File: config.mk
export PLATFORM = sky130hd
export DESIGN_NAME = mul_div_unit_flat
export DESIGN_NICKNAME = d
export VERILOG_FILES = /design/src/rtl/mul_div_unit_pkg.sv /design/src/rtl/mul_div_unit_if.sv /design/src/rtl/mul_div_unit_div_core.sv /design/src/rtl/mul_div_unit.sv /design/src/flat_wrapper.sv
export SDC_FILE = /design/constraint.sdc
export NUM_CORES = 2
export LEC_CHECK = 0
export CELL_PAD_IN_SITES_DETAIL_PLACEMENT = 0
export CELL_PAD_IN_SITES_GLOBAL_PLACEMENT = 1
export CORE_ASPECT_RATIO = 0.6
export CORE_MARGIN = 4
export CORE_UTILIZATION = 40
export CTS_CLUSTER_DIAMETER = 100
export DETAILED_ROUTE_END_ITERATION = 6
export HOLD_SLACK_MARGIN = 0.02
export PLACE_DENSITY = 0.75
export SKIP_LAST_GASP = 1
export SLEW_MARGIN = 5
export SYNTH_ARGS = -nofsm -noshare
export SYNTH_HDL_FRONTEND = slang
export SYNTH_SLANG_ARGS = --single-unit
export TNS_END_PERCENT = 50
File: constraint.sdc
create_clock -name clk -period 15.19 [get_ports clk]
set_input_delay 4.557 -clock clk [delete_from_list [all_inputs] [get_ports clk]]
set_output_delay 4.557 -clock clk [all_outputs]
set_load 0.01 [all_outputs]
File: src/rtl/mul_div_unit_pkg.sv
// Shared definitions for the HI/LO multiply/divide unit: FSM encoding,
// divide length and small two's-complement helpers.
package mul_div_unit_pkg;

    localparam int DIV_CYCLES = 32;
    localparam int CNT_W      = $clog2(DIV_CYCLES) + 1;

    typedef enum logic [1:0] {
        IDLE = 2'd0,
        RUN  = 2'd1,
        DONE = 2'd2
    } state_e;

    // Magnitude of a 32-bit operand; only negative values of signed ops flip.
    function automatic logic [31:0] abs32(input logic [31:0] v, input logic is_signed);
        return (is_signed && v[31]) ? (~v + 32'd1) : v;
    endfunction

    // Conditional two's-complement negation used by the divide sign fix-up.
    function automatic logic [31:0] neg_if(input logic [31:0] v, input logic neg);
        return neg ? (~v + 32'd1) : v;
    endfunction

endpackage

File: src/rtl/mul_div_unit_if.sv
// EXE-stage <-> multiply/divide unit signal bundle.
// Handshake: multiply/div are requests held by the EXE stage; the unit answers
// with stall. A request is consumed on a rising edge where stall is 0 (multiply)
// or where the unit leaves DONE (divide). flush kills the request in flight.
interface mul_div_unit_if;
    logic        multiply;
    logic        div;
    logic        unsign;
    logic [31:0] src1;
    logic [31:0] src2;
    logic        flush;
    logic        hi_we;
    logic        lo_we;
    logic [31:0] wdata;
    logic        stall;
    logic [31:0] hi;
    logic [31:0] lo;

    modport master (
        output multiply, div, unsign, src1, src2, flush, hi_we, lo_we, wdata,
        input  stall, hi, lo
    );

    modport slave (
        input  multiply, div, unsign, src1, src2, flush, hi_we, lo_we, wdata,
        output stall, hi, lo
    );
endinterface

File: src/rtl/mul_div_unit_div_core.sv
// Restoring divider datapath: operand magnitudes, partial remainder, one
// shift/subtract step per cycle and the step counter. Sign fix-up of the
// final result is left to the caller, which gets the sign flags.
module div_core
    import mul_div_unit_pkg::*;
(
    input  logic        clk,
    input  logic        resetn,
    input  logic        start,
    input  logic        step,
    input  logic        unsign,
    input  logic [31:0] src1,
    input  logic [31:0] src2,
    output logic [31:0] quo_next,
    output logic [31:0] rem_next,
    output logic        neg_quo,
    output logic        neg_rem,
    output logic        last
);

    // quo_q starts as the dividend magnitude; its top bit shifts into the
    // remainder each step while the new quotient bit enters at the bottom.
    logic [31:0]      quo_q;
    logic [31:0]      rem_q;
    logic [31:0]      dvs_q;
    logic [CNT_W-1:0] cnt_q;
    logic             neg_quo_q;
    logic             neg_rem_q;

    logic [32:0]      partial;
    logic             fits;

    // One restoring step. A zero divisor always fits, which yields an
    // all-ones quotient and leaves the dividend in the remainder.
    always_comb begin
        partial  = {rem_q, quo_q[31]};
        fits     = (partial >= {1'b0, dvs_q});
        rem_next = fits ? (partial[31:0] - dvs_q) : partial[31:0];
        quo_next = {quo_q[30:0], fits};
    end

    // Operand capture on start, then one step per enabled cycle.
    always_ff @(posedge clk) begin
        if (!resetn) begin
            quo_q     <= '0;
            rem_q     <= '0;
            dvs_q     <= '0;
            cnt_q     <= '0;
            neg_quo_q <= 1'b0;
            neg_rem_q <= 1'b0;
        end else if (start) begin
            quo_q     <= abs32(src1, !unsign);
            rem_q     <= '0;
            dvs_q     <= abs32(src2, !unsign);
            cnt_q     <= '0;
            neg_quo_q <= !unsign && (src1[31] ^ src2[31]);
            neg_rem_q <= !unsign && src1[31];
        end else if (step) begin
            quo_q <= quo_next;
            rem_q <= rem_next;
            cnt_q <= cnt_q + CNT_W'(1);
        end
    end

    assign neg_quo = neg_quo_q;
    assign neg_rem = neg_rem_q;
    assign last    = (cnt_q == CNT_W'(DIV_CYCLES - 1));

endmodule

File: src/rtl/mul_div_unit.sv
// HI/LO multiply/divide unit: single-cycle multiply, 32-step iterative
// divide, MTHI/MTLO writes and the EXE-stage stall.
module mul_div_unit
    import mul_div_unit_pkg::*;
(
    input  logic           clk,
    input  logic           resetn,
    mul_div_unit_if.slave  bus,
    output state_e         dbg_state
);

    state_e      state_q;
    state_e      state_d;

    logic        div_start;
    logic        div_step;
    logic        div_finish;
    logic        mul_fire;
    logic        stall;

    logic [31:0] quo_next;
    logic [31:0] rem_next;
    logic        neg_quo;
    logic        neg_rem;
    logic        last;

    logic [63:0] op_a;
    logic [63:0] op_b;
    logic [63:0] product;

    logic [31:0] hi_q;
    logic [31:0] lo_q;

    div_core u_div_core (
        .clk      (clk),
        .resetn   (resetn),
        .start    (div_start),
        .step     (div_step),
        .unsign   (bus.unsign),
        .src1     (bus.src1),
        .src2     (bus.src2),
        .quo_next (quo_next),
        .rem_next (rem_next),
        .neg_quo  (neg_quo),
        .neg_rem  (neg_rem),
        .last     (last)
    );

    // Next-state and control decode; div beats multiply if both are raised.
    always_comb begin
        state_d    = state_q;
        div_start  = 1'b0;
        div_step   = 1'b0;
        div_finish = 1'b0;
        mul_fire   = 1'b0;
        stall      = 1'b0;
        case (state_q)
            IDLE: begin
                div_start = bus.div && !bus.flush;
                mul_fire  = bus.multiply && !bus.div && !bus.flush;
                stall     = div_start;
                if (div_start) begin
                    state_d = RUN;
                end
            end
            RUN: begin
                div_step   = !bus.flush;
                div_finish = div_step && last;
                stall      = !bus.flush;
                if (bus.flush) begin
                    state_d = IDLE;
                end else if (last) begin
                    state_d = DONE;
                end
            end
            DONE: begin
                state_d = IDLE;
            end
            default: begin
                state_d = IDLE;
            end
        endcase
    end

    // FSM state register.
    always_ff @(posedge clk) begin
        if (!resetn) begin
            state_q <= IDLE;
        end else begin
            state_q <= state_d;
        end
    end

    // 64-bit product; sign-extending to 64 bits makes a plain multiply
    // produce the correct signed or unsigned low 64 bits.
    always_comb begin
        op_a    = {{32{bus.src1[31] & !bus.unsign}}, bus.src1};
        op_b    = {{32{bus.src2[31] & !bus.unsign}}, bus.src2};
        product = op_a * op_b;
    end

    // HI/LO registers: unit results take precedence over MTHI/MTLO.
    always_ff @(posedge clk) begin
        if (!resetn) begin
            hi_q <= '0;
            lo_q <= '0;
        end else if (mul_fire) begin
            hi_q <= product[63:32];
            lo_q <= product[31:0];
        end else if (div_finish) begin
            hi_q <= neg_if(rem_next, neg_rem);
            lo_q <= neg_if(quo_next, neg_quo);
        end else begin
            if (bus.hi_we) begin
                hi_q <= bus.wdata;
            end
            if (bus.lo_we) begin
                lo_q <= bus.wdata;
            end
        end
    end

    assign bus.stall = stall;
    assign bus.hi    = hi_q;
    assign bus.lo    = lo_q;
    assign dbg_state = state_q;

endmodule

File: src/flat_wrapper.sv
// flat-port wrapper written by rule: the top's interface ports become plain ports
module mul_div_unit_flat import mul_div_unit_pkg::*;
  (clk, resetn, dbg_state, bus_multiply, bus_div, bus_unsign, bus_src1, bus_src2, bus_flush, bus_hi_we, bus_lo_we, bus_wdata, bus_stall, bus_hi, bus_lo);
  mul_div_unit_if bus_i ();
  input  logic clk;
  input  logic resetn;
  output state_e dbg_state;
  input wire logic [$bits(bus_i.multiply)-1:0] bus_multiply;
  input wire logic [$bits(bus_i.div)-1:0] bus_div;
  input wire logic [$bits(bus_i.unsign)-1:0] bus_unsign;
  input wire logic [$bits(bus_i.src1)-1:0] bus_src1;
  input wire logic [$bits(bus_i.src2)-1:0] bus_src2;
  input wire logic [$bits(bus_i.flush)-1:0] bus_flush;
  input wire logic [$bits(bus_i.hi_we)-1:0] bus_hi_we;
  input wire logic [$bits(bus_i.lo_we)-1:0] bus_lo_we;
  input wire logic [$bits(bus_i.wdata)-1:0] bus_wdata;
  output wire logic [$bits(bus_i.stall)-1:0] bus_stall;
  output wire logic [$bits(bus_i.hi)-1:0] bus_hi;
  output wire logic [$bits(bus_i.lo)-1:0] bus_lo;
  assign bus_i.multiply = bus_multiply;
  assign bus_i.div = bus_div;
  assign bus_i.unsign = bus_unsign;
  assign bus_i.src1 = bus_src1;
  assign bus_i.src2 = bus_src2;
  assign bus_i.flush = bus_flush;
  assign bus_i.hi_we = bus_hi_we;
  assign bus_i.lo_we = bus_lo_we;
  assign bus_i.wdata = bus_wdata;
  assign bus_stall = bus_i.stall;
  assign bus_hi = bus_i.hi;
  assign bus_lo = bus_i.lo;
  mul_div_unit u_core (.clk(clk), .resetn(resetn), .bus(bus_i), .dbg_state(dbg_state));
endmodule
==> impl.org <==
** Finish
- From synthesis to final layout, the design area changed by 7.576%.
- Counting the fill cells in the layout gives 12320.
- The library cells used most frequently in the layout, excluding fill and tap cells, are inv_1 (1162), fa_1 (1126), nand2_1 (921).
- For this run, the share of the core covered by cells in the final layout is 0.4337.
- At the end of the flow, the number of nets in the layout was 7189.
- Of the cells placed in the final design, the portion with a size suffix greater than 1 is 0.03431.
- The library cell used most frequently in the layout, excluding fill and tap cells, is inv_1.
- Across the whole layout, storage elements account for 3403 µm².
- Area used by multi-input combinational logic :: 40830 µm²

** Floorplan
- For this design the top-level I/O count stands at 171.
- Horizontal die dimension :: 464.4 µm
- The floorplan step defined a die boundary enclosing 130900 µm².
- Placeable Area :: 124000 µm²
- Starting density of the core :: 0.4032
- Floorplan die height :: 281.8 µm
- Number of standard-cell rows in the floorplan :: 100

** Logic synthesis
- The netlist uses 84 different library cells.
- Post-synth EDFFs :: 0
- Counting flops and latches in the post-synthesis netlist gives 170.
- FFs w/ async S/R, synth :: 0
- Averaged over all synthesized cells, the footprint is 8.646 µm².
- Cell types occupying the most area after synthesis :: fa_1 (45%), inv_1 (8.7%), nand2_1 (6.9%)
- The share of synthesized area in the top cell type comes to 0.4509.
- Sequential area share after synthesis :: 0.06808
- The Yosys step of the flow raised 0 warnings.
- Count of mapped cells out of synthesis :: 5782
- The largest total area in the synthesized netlist belongs to fa_1.
- In the synthesized netlist the dominant register cell turns out to be dfxtp_1.
- Synthesis produced a netlist with a net count of 7262.
- After synthesis the cells add up to 49990 µm².

** STA
- The max-slew violation count was 0.
- Final critical-path required period :: 13.83 ns
- F_max :: 72.31 MHz
- Worst-case headroom to the max-slew limit :: 0.05993
- The final-report hold violation count is 0.
- Unrepaired setup endpoints after global routing :: false
- Between clock sinks in the finished design, the worst skew comes to 0.03184 ns.
- In the finished design, the share of the clock period the worst path needs comes to 0.9105.
- Worst-Margin Slew :: 1.397 ns
- In the final timing run, aggregate negative setup slack is 0 ns.
- Setup-violating endpoint count in the final report :: 0

** GRT
- Top Usage Layer GRT :: met1
- For this run, the total global-route usage over all layers was measured as 0.2493.
- The via count of the first global-routing pass is 40500.
- After global routing the overflow that remains totals 0.
- Global-route wire length before repair :: 251700 µm
- In the global route stage, met1 resource usage came out at 0.3846.
- The number of antenna violations at the first check in global routing is 14.
- Met2 layer usage reported by global route :: 0.3683
- Met3 Use GR :: 0.04958
- Largest net degree at the start of global routing :: 77

** CTS
- In this run the post-CTS setup repair buffer count came out at 0.
- CTS sink count :: 170
- Maximum count of clock buffers along a single path :: 3
- Number of clock buffers inserted by TritonCTS :: 25
- Post-CTS resize count :: 0
- The cell sitting at the root of the clock tree is a clkbuf_16.
- CTS tree :: built
- Clock latency on the worst-skew pair, taken at its later pin, is 0.51 ns.
- Buffers inserted to repair hold after CTS numbered 0.
- CTS built an H-tree with a depth of 4.
- Clock-pin slew on the worst setup and hold paths :: 0.06 ns

** Setup path
- Critical Path Max Stage Delay :: 1.21 ns
- For the worst setup path, the data arrival time is 14.18 ns.
- Critical path launch point type :: input pin
- The worst register-to-register path has a setup slack of 9.31 ns.
- Worst r2r dst :: u_core.bus.hi[30]
- The cell that appears most often on the critical path is fa_1.
- The most critical setup path has its endpoint at u_core.bus.hi[29].
- Max stage delay cell, worst path :: clkdlybuf4s50_1
- Largest fanout on the critical path :: 19
- Crit Path Class :: in2reg
- Critical path required time :: 15.54 ns
- Critical Path Sink Type :: register
- The worst register-to-register path begins at u_core.u_div_core.rem_q[10].
- Depth of the most critical reg-to-reg path :: 17
- Tracing the worst setup path back leads to its startpoint at bus_src1[16].

** Route
- In the routed layout, each cell is associated on average with a via count of 5.315.
- Sum of routed wire length over all layers :: 160300 µm
- After detailed routing, the number of remaining DRC violations is 0.
- Detailed-router iteration count before antenna repair :: 6
- Across all layers, the routed design uses 39350 vias.
- The detail route stage leaves a number of antenna-violating nets equal to 0.
- After detailed routing, the average wire length per cell comes to 21.66 µm.
- Detailed Route Iter0 Violations :: 3527

** Outcome
- The flow ran to the end, and the final reports show no timing, DRC or antenna violations.

** Placed design
- Final GP Congestion :: 0.9362
- The wire-length estimate of the detail-placed layout is 133200 µm.
- Input and output buffers added on the ports amount to 170.

** Worst hold path
- Hold Path Class :: reg2reg

** Run
- The tool flagged a number of max-cap violations equal to 0.
==> cell families (layout without fill, tap and decap cells) <==
family                   after synthesis  count (layout)  synth area share
AO/OA/AOI/OAI                        671             671           0.08880
XOR/XNOR                             212             212           0.03714
adder cells (fa/ha/maj)             1376            1376            0.5135
buffers and inverters               1535            1466            0.1156
flip-flops                           170             170           0.06808
multiplexers                          72              72           0.01464
other                                  0               7                 0
AND/OR/NAND/NOR                     1746            1746            0.1622
==> metal layers <==
layer	routed length [µm]	vias to the layer above	share of wire
li1	-	17360	-
met1	75650	20280	0.47
met2	67640	1583	0.42
met3	14950	120	0.093
met4	2074	4	0.013
met5	28	-	0.00017
==> per-stage QoR <==
stage	worst slack, ns	cell area, µm²	cells	hold WS [ns]
floorplan	3.023	49990	5782	0.4319
global placement	1.139	53070	7365	0.4429
detailed placement	0.9897	53070	7365	0.4492
CTS	1.517	53760	7396	0.4584
global route	0.9519	53770	7401	0.4878
finish	1.360	53780	7403	0.4535
==> sequential cells by signal, indices dropped and copies added (netlist names) <==
| signal | cells |
|---|---|
| u_core.bus.hi | 32 |
| u_core.u_div_core.quo_q | 32 |
| u_core.dbg_state | 2 |
| u_core.u_div_core.dvs_q | 32 |
| u_core.bus.lo | 32 |
| u_core.u_div_core.rem_q | 32 |
| u_core.u_div_core.neg_rem | 1 |
| u_core.u_div_core.neg_quo | 1 |
| u_core.u_div_core.cnt_q | 6 |
==> cell type report <==
cell class                 instances  area share
sequential                       170     0.06328
clock buffer                      28     0.01203
tap                             1683     0.03916
antenna                            7   0.0003257
inverter                        1164     0.08131
multi-input combinational       4077      0.7593
clock inverter                     3   0.0007910
timing repair buffer             271     0.04379
==> synthesized netlist by cell type (all sizes together) (73+ instances only) <==
cell and n:
nand2 922, fa 1126, o21ai 124, and2 380
ha 250, nor2 220, clkbuf 319, xor2 73
a21oi 182, a211oi 76, inv 1164, xnor2 139
dfxtp 170
==> worst min path at each step <==
stage,from,end,slack [ns],depth (start not counted)
after floorplan,u_core.u_div_core.dvs_q[12],u_core.u_div_core.dvs_q[12],0.43,2
after global placement,u_core.u_div_core.dvs_q[30],u_core.u_div_core.dvs_q[30],0.44,2
after detailed placement,u_core.u_div_core.dvs_q[30],u_core.u_div_core.dvs_q[30],0.45,2
after CTS,u_core.u_div_core.dvs_q[30],u_core.u_div_core.dvs_q[30],0.46,2
after global routing,u_core.u_div_core.dvs_q[26],u_core.u_div_core.dvs_q[26],0.49,2
final,u_core.u_div_core.dvs_q[30],u_core.u_div_core.dvs_q[30],0.45,2
==> critical path: cells and delay by family <==
family | cells | cell delay [ns]
and+or+nand+nor | 3 | 1.06
xor gates and xnor gates | 1 | 0.31
adders and majority gates | 9 | 4.30
buffers and inverters | 7 | 1.91
AOI/OAI and AO/OA | 8 | 2.03
Power is left out: the tool's default activity adds up to more than one toggle a clock period on the data nets, which glitch-free logic cannot reach.
